--- src/rtl/forwarding_hazard_unit.sv ---
// Forwarding and hazard control beside the ID/EX register: tracks in-flight destinations,
// registers the EX operand selects and flag-write enable, and raises load-use / flag stalls.
module forwarding_hazard_unit #(
    parameter int REG_W    = 5,
    parameter int ZERO_REG = 31,
    parameter int CNT_W    = 32
) (
    input  logic             clk,
    input  logic             reset,
    input  logic             hold,
    input  logic             id_valid,
    input  logic [REG_W-1:0] id_Rn,
    input  logic [REG_W-1:0] id_Rm,
    input  logic             id_useRn,
    input  logic             id_useRm,
    input  logic [REG_W-1:0] id_Rd,
    input  logic             id_regWrite,
    input  logic             id_memRead,
    input  logic             id_setFlags,
    input  logic             id_readFlags,
    output logic [1:0]       forwardA,
    output logic [1:0]       forwardB,
    output logic             enable_EX,
    output logic             stall_IF_ID,
    output logic             bubble_EX,
    output logic [CNT_W-1:0] stall_count
);

    localparam logic [REG_W-1:0] ZR      = REG_W'(ZERO_REG);
    localparam logic [CNT_W-1:0] CNT_ONE = {{(CNT_W-1){1'b0}}, 1'b1};

    // EX record is complete; MEM keeps only what forwarding needs. The record leaving MEM
    // is dropped: a WB producer needs no forwarding since the register file writes first.
    logic             ex_valid_q, ex_valid_d;
    logic [REG_W-1:0] ex_rd_q, ex_rd_d;
    logic             ex_reg_write_q, ex_reg_write_d;
    logic             ex_mem_read_q, ex_mem_read_d;
    logic             ex_set_flags_q, ex_set_flags_d;
    logic             mem_valid_q;
    logic [REG_W-1:0] mem_rd_q;
    logic             mem_reg_write_q;
    logic [1:0]       forward_a_q, forward_a_d;
    logic [1:0]       forward_b_q, forward_b_d;
    logic             enable_ex_q, enable_ex_d;
    logic [CNT_W-1:0] stall_count_q, stall_count_d;

    logic ex_prod_rn, ex_prod_rm, mem_prod_rn, mem_prod_rm;
    logic load_use, flag_hazard, stall;

    always_comb begin
        ex_prod_rn  = ex_valid_q & ex_reg_write_q & (ex_rd_q == id_Rn) & (id_Rn != ZR);
        ex_prod_rm  = ex_valid_q & ex_reg_write_q & (ex_rd_q == id_Rm) & (id_Rm != ZR);
        mem_prod_rn = mem_valid_q & mem_reg_write_q & (mem_rd_q == id_Rn) & (id_Rn != ZR);
        mem_prod_rm = mem_valid_q & mem_reg_write_q & (mem_rd_q == id_Rm) & (id_Rm != ZR);

        load_use    = id_valid & ex_valid_q & ex_mem_read_q & ex_reg_write_q & (ex_rd_q != ZR) &
                      ((id_useRn & (id_Rn == ex_rd_q)) | (id_useRm & (id_Rm == ex_rd_q)));
        flag_hazard = id_valid & id_readFlags & ex_valid_q & ex_set_flags_q;
        stall       = (load_use | flag_hazard) & ~hold;
    end

    always_comb begin
        ex_valid_d     = id_valid;
        ex_rd_d        = id_Rd;
        ex_reg_write_d = id_regWrite;
        ex_mem_read_d  = id_memRead;
        ex_set_flags_d = id_setFlags;
        enable_ex_d    = id_valid & id_setFlags;
        forward_a_d    = 2'd0;
        forward_b_d    = 2'd0;
        stall_count_d  = stall_count_q;

        // Youngest producer wins: EX (moving to MEM) before MEM (moving to WB).
        if (id_useRn & ex_prod_rn)       forward_a_d = 2'd2;
        else if (id_useRn & mem_prod_rn) forward_a_d = 2'd1;
        if (id_useRm & ex_prod_rm)       forward_b_d = 2'd2;
        else if (id_useRm & mem_prod_rm) forward_b_d = 2'd1;

        if (stall) begin
            ex_valid_d     = 1'b0;
            ex_rd_d        = '0;
            ex_reg_write_d = 1'b0;
            ex_mem_read_d  = 1'b0;
            ex_set_flags_d = 1'b0;
            enable_ex_d    = 1'b0;
            forward_a_d    = 2'd0;
            forward_b_d    = 2'd0;
            if (stall_count_q != '1) stall_count_d = stall_count_q + CNT_ONE;
        end
    end

    always_ff @(posedge clk) begin
        if (reset) begin
            ex_valid_q      <= 1'b0;
            ex_rd_q         <= '0;
            ex_reg_write_q  <= 1'b0;
            ex_mem_read_q   <= 1'b0;
            ex_set_flags_q  <= 1'b0;
            mem_valid_q     <= 1'b0;
            mem_rd_q        <= '0;
            mem_reg_write_q <= 1'b0;
            forward_a_q     <= 2'd0;
            forward_b_q     <= 2'd0;
            enable_ex_q     <= 1'b0;
            stall_count_q   <= '0;
        end else if (!hold) begin
            mem_valid_q     <= ex_valid_q;
            mem_rd_q        <= ex_rd_q;
            mem_reg_write_q <= ex_reg_write_q;
            ex_valid_q      <= ex_valid_d;
            ex_rd_q         <= ex_rd_d;
            ex_reg_write_q  <= ex_reg_write_d;
            ex_mem_read_q   <= ex_mem_read_d;
            ex_set_flags_q  <= ex_set_flags_d;
            forward_a_q     <= forward_a_d;
            forward_b_q     <= forward_b_d;
            enable_ex_q     <= enable_ex_d;
            stall_count_q   <= stall_count_d;
        end
    end

    assign forwardA    = forward_a_q;
    assign forwardB    = forward_b_q;
    assign enable_EX   = enable_ex_q;
    assign stall_IF_ID = stall;
    assign bubble_EX   = stall;
    assign stall_count = stall_count_q;

endmodule

--- config.mk ---
export PLATFORM = sky130hd
export DESIGN_NAME = forwarding_hazard_unit
export DESIGN_NICKNAME = d
export VERILOG_FILES = /design/src/rtl/forwarding_hazard_unit.sv
export SDC_FILE = /design/constraint.sdc
export NUM_CORES = 1
export LEC_CHECK = 0
export CAP_MARGIN = 0
export CORE_MARGIN = 5
export CORE_UTILIZATION = 53
export DETAILED_ROUTE_END_ITERATION = 6
export HOLD_SLACK_MARGIN = 0.05
export PLACE_DENSITY = 0.85
export SLEW_MARGIN = 20
export SYNTH_ARGS = -nofsm -noshare
export SYNTH_HDL_FRONTEND = slang
export SYNTH_SLANG_ARGS = --single-unit
--- constraint.sdc ---
create_clock -name clk -period 4 [get_ports clk]
set_input_delay 0.8 -clock clk [delete_from_list [all_inputs] [get_ports clk]]
set_output_delay 0.8 -clock clk [all_outputs]
set_load 0.005 [all_outputs]
* Word level (Yosys, flattened, before mapping)
Cells that the tools add are included.
Storage, ports and cells: output and inout port bits 39, flip-flop bits (word level) 53, logic and storage cells 65, bits of input ports 25
Cells by class: muxes and demuxes 12, equality and inequality tests 10, reduce and logical (&&, ||, !) cells 1, bitwise logic cells 29, $add $sub $neg 1
Operator list (count):
- $add A32 B1 Y32 const B | 1
- $ne A32 B32 Y1 const B | 1
- $eq A5 B5 Y1 | 6
- $and A1 B1 Y1 | 26
- $ne A5 B5 Y1 const B | 3
- $mux W2 | 4
- $mux W1 | 7
- $mux W5 | 1
- $reduce_and A3 Y1 | 1
- $or A1 B1 Y1 | 2
- $not A1 Y1 | 1

* Logic depth before layout (Yosys ltp)
depth in word-level cells 8, depth in mapped cells 9, gate-level depth less buffers 7

* Worst setup path after synthesis
OpenSTA, ideal clock, no wires.
path kind input port to output port, start input id_Rn[3], end output stall_IF_ID, path slack 1324 ps, arrival time 1876 ps, buffers on the path 1, stages on the path 7, required time 3200 ps, cell sequence xor2_1 -> nor4_1 -> and3_2 -> o21bai_2 -> and2_1 -> inv_1 -> buf_4
Between the ends: cells in the longest elaborated chain, start to end 6
Ends and longest elaborated chain:
- start: declaration | RTL line 12 | input logic [REG_W-1:0] id_Rn,
- $eq A5 B5 Y1 | RTL line 57 | ((id_useRn & (id_Rn == ex_rd_q)) | (id_useRm & (id_Rm == ex_rd_q)));
- $and A1 B1 Y1 | RTL line 57
- $or A1 B1 Y1 | RTL line 57
- $and A1 B1 Y1 | RTL line 56 | load_use = id_valid & ex_valid_q & ex_mem_read_q & ex_reg_write_q & (ex_rd_q != ZR) &
- $or A1 B1 Y1 | RTL line 59 | stall = (load_use | flag_hazard) & ~hold;
- $and A1 B1 Y1 | RTL line 59
- end: declaration | RTL line 24 | output logic stall_IF_ID,
Every way passes these cells.

* Final worst setup path
start input id_Rn[3], end output bubble_EX
Between the ends: cells in the longest elaborated chain, start to end 6
Ends and longest elaborated chain:
- $eq A5 B5 Y1 | RTL line 57
- $and A1 B1 Y1 | RTL line 57
- $or A1 B1 Y1 | RTL line 57
- $and A1 B1 Y1 | RTL line 56
- $or A1 B1 Y1 | RTL line 59
- $and A1 B1 Y1 | RTL line 59
- end: declaration | RTL line 25 | output logic bubble_EX,
Every way passes these cells.

==> results.md <==
* Top-area cell type share of the netlist area at 40.6%
* Final hold vios at 0
* Fin crit share at 92.0%
* Hpwl dp at 4670 um
* Die Area at 6430 um2
* Total clock sinks at 53
* Post-synthesis sequential area ratio at 40.6%
* Clk root buf: clkbuf_8
* Yosys cell types at 42
* Vias per cell at 5.71
* Crit path top cell by count: clkdlybuf4s50_1
* Gr usage total at a little over a fifth
* First-pass GRT wire length at 11000 um
* Cts hold-fix bufs at 0
* Met3 usage at 5.27%
* Worst r2r src: stall_count[0]
* Max-Cap Viols at 0
* Worst setup path end: bubble_EX
* Final ANT Viol Nets at 0
* Async SR Flop Fraction at 0%
* Initial Util at between 50% and 60%
* Met1 usage at 26.4%
* Die Y at 80.2 um
* Clock skew at 0.00820 ns
* Total chip power at 0.000945 W
* Initial antenna violation count at 0
* Port bufs at 63
* CP Capture Type: output pin
* Met2 usage at 35.7%
* Crit Path Category: in2out
* Ys flop type: dfxtp_1
* Crit-path cells: clkdlybuf4s50_1 > xor2_1 > nor4_1 > and3_2 > o21bai_2 > and2_1 > inv_1 > clkdlybuf4s50_1
* CTS buffer count at 5
* Synthesized flop and latch total at 53
* Crit path from: id_Rn[3]
* Reg2reg end: stall_count[21]
* Fmax at ~0.27 GHz
* Net count after synthesis at 333
* Post-synth top area cell: dfxtp_1
* Largest net degree at the start of global routing at between 50 and 60
* Pins Over Slew Limit at 0
* Total gr overflow at 0
* Row count at 25
* H-tree levels at 2
* R2r setup slk at 1.51 ns
* Outcome: completed
* Synth Cell Area at 2610 um2
* Hold crit path type: reg2reg
* TritonCTS clock tree: built
* Setup TNS at 0 ns
* Vias in the first global route at 2454
* EDFF count, synth at 0
* Pre-antenna DRT Iters at 4
* Crit path max fanout at 7
* Iteration-0 DRC Markers at 120
* Worst-margin pin slew at around 0.95 ns
* Critical Path Start Type: input pin
* # DRC at 0
* Die width at 80.2 um
* Most Crowded Layer GR: met2
* Crit path max-delay cell type: clkdlybuf4s50_1
* Synth warnings at 0
* CTS-repair resized insts at 0
* Final setup viols at 0
* Most frequent cells in the layout: clkdlybuf4s50_1, dfxtp_1, nor2_1
* Final RePlAce weighted congestion at 0.858
* DRT Wirelength at ~6300 um
* RSZ-0062 raised after global routing: false
* Core ar. at 4750 um2
* Fin crit period at 3.68 ns
* Largest cells by area after synthesis: dfxtp_1, xor2_1, nor2_1
* Syn Inst Count at 307
* Clk_lat worst skew at 0.30 ns
* CP peak stage delay at 0.50 ns
* Net count, final at 392
* Vias at approximately 2500
* Peak VDD IR at 0.267 mV
* Critical Path AT at approximately 2.9 ns
* WL per Instance at 14.5 um
* CP Data Required Time at 3.20 ns
* CP Depth at 8
* Area grow syn2layout at 29.3%
* Worst reg2reg path depth at 8
* # fillers at 415
* Clock-pin slew on the worst setup and hold paths at about 0.09 ns
* Power density over the cells at 280 nW/um2
* Mapped Avg Cell Area at 8.51 um2
* I/O pin count at 64
* Max Root-Sink Buffers at 2
* WP buf/inv at 3
* Fraction of layout cells with a size suffix above 1 at 5.72%
* Postcts setup bufs at 0
* Commonest non-fill, non-tap cell in the layout: clkdlybuf4s50_1
* Crit-path leading delay family: buffers and inverters
* Leakage at 1.18 nW
* Slew HR at between 30% and 40%
* Antenna cell count at 0
## cell usage after synthesis (2+ instances only)
| library cell | n |
|---|---|
| dfxtp_1 | 53 |
| nor2_1 | 37 |
| xor2_1 | 27 |
| a21oi_1 | 22 |
| nand3_1 | 21 |
| nand2_1 | 19 |
| nand4_1 | 16 |
| clkbuf_1 | 10 |
| or3_1 | 10 |
| o21ai_0 | 9 |
| a22oi_1 | 8 |
| and3_1 | 8 |
| xnor2_1 | 8 |
| mux2i_1 | 7 |
| nor4_1 | 6 |
| inv_1 | 5 |
| o31ai_1 | 5 |
| or4_1 | 5 |
| a211oi_1 | 3 |
| a31oi_1 | 2 |
| and2_1 | 2 |
| and3_2 | 2 |
| and4_1 | 2 |
| buf_4 | 2 |
## through the flow
stage / hold WS (ns) / cell area, um2 / instances / utilization, % / setup slack [ns]
floorplan: 0.453 / 2610 / 307 / - / 1.32
CTS: 0.474 / 3380 / 434 / 71.0 / 0.316
finish: 0.472 / 3380 / 434 / 71.0 / 0.319
global route: 0.501 / 3380 / 434 / 71.0 / 0.202
global placement: 0.445 / 3270 / 426 / 68.9 / 0.316
detailed placement: 0.459 / 3270 / 426 / 68.9 / 0.314
## routing by layer
layer | vias to the layer above | part of all wire [%]
met3 | 7 | 4.7
li1 | 1231 | -
met5 | - | 0
met4 | 0 | 1.0
met2 | 61 | 49
met1 | 1177 | 45
## final cells by class
type | instances | area [um2] | area share, %
clock buffer | 7 | 96.3 | 2.85
clock inverter | 1 | 5.00 | 0.148
timing repair buffer | 66 | 648 | 19.2
tap | 67 | 83.8 | 2.48
inverter | 5 | 18.8 | 0.556
multi-input combinational | 235 | 1460 | 43.3
sequential | 53 | 1060 | 31.4
## logic make-up after synthesis
group                    count (synthesis)  synth area share, %
AO/OA/AOI/OAI                           54                 13.1
AND/OR/NAND/NOR                        137                 27.6
adder cells (fa/ha/maj)                  1                0.479
buffers and inverters                   19                 3.35
XOR/XNOR                                35                 11.7
multiplexers                             8                 3.11
flip-flops                              53                 40.6
## worst min-delay path: stages (launching register included)
cell and delay (ns):
dfxtp_1 0.32, nand2_1 0.06, a21oi_1 0.05
## worst min path at each step
stage,startpoint,end,slack [ns],cells after the start
after floorplan,forwardB[0],forwardB[0],0.45,2
after global placement,forwardB[0],forwardB[0],0.44,2
after detailed placement,forwardA[1],forwardA[1],0.46,2
after CTS,forwardB[0],forwardB[0],0.47,2
after global routing,forwardA[1],forwardA[1],0.50,2
final,forwardA[1],forwardA[1],0.47,2
## power by group
part | total [W] | internal (W) | switching, W | leakage, nW
Combinational | 0.0000771 | 0.0000404 | 0.0000368 | 0.695
Sequential | 0.000544 | 0.000535 | 0.00000948 | 0.429
Clock | 0.000324 | 0.000157 | 0.000167 | 0.0542
## flip-flops by register name, summed over array words and instances (netlist names)
name	flops
ex_rd_q	5
mem_rd_q	5
enable_EX	1
stall_count	32
ex_valid_q	1
ex_set_flags_q	1
mem_reg_write_q	1
forwardA	2
mem_valid_q	1
ex_mem_read_q	1
ex_reg_write_q	1
forwardB	2
Note: power is estimated with default switching activity, not from simulation.
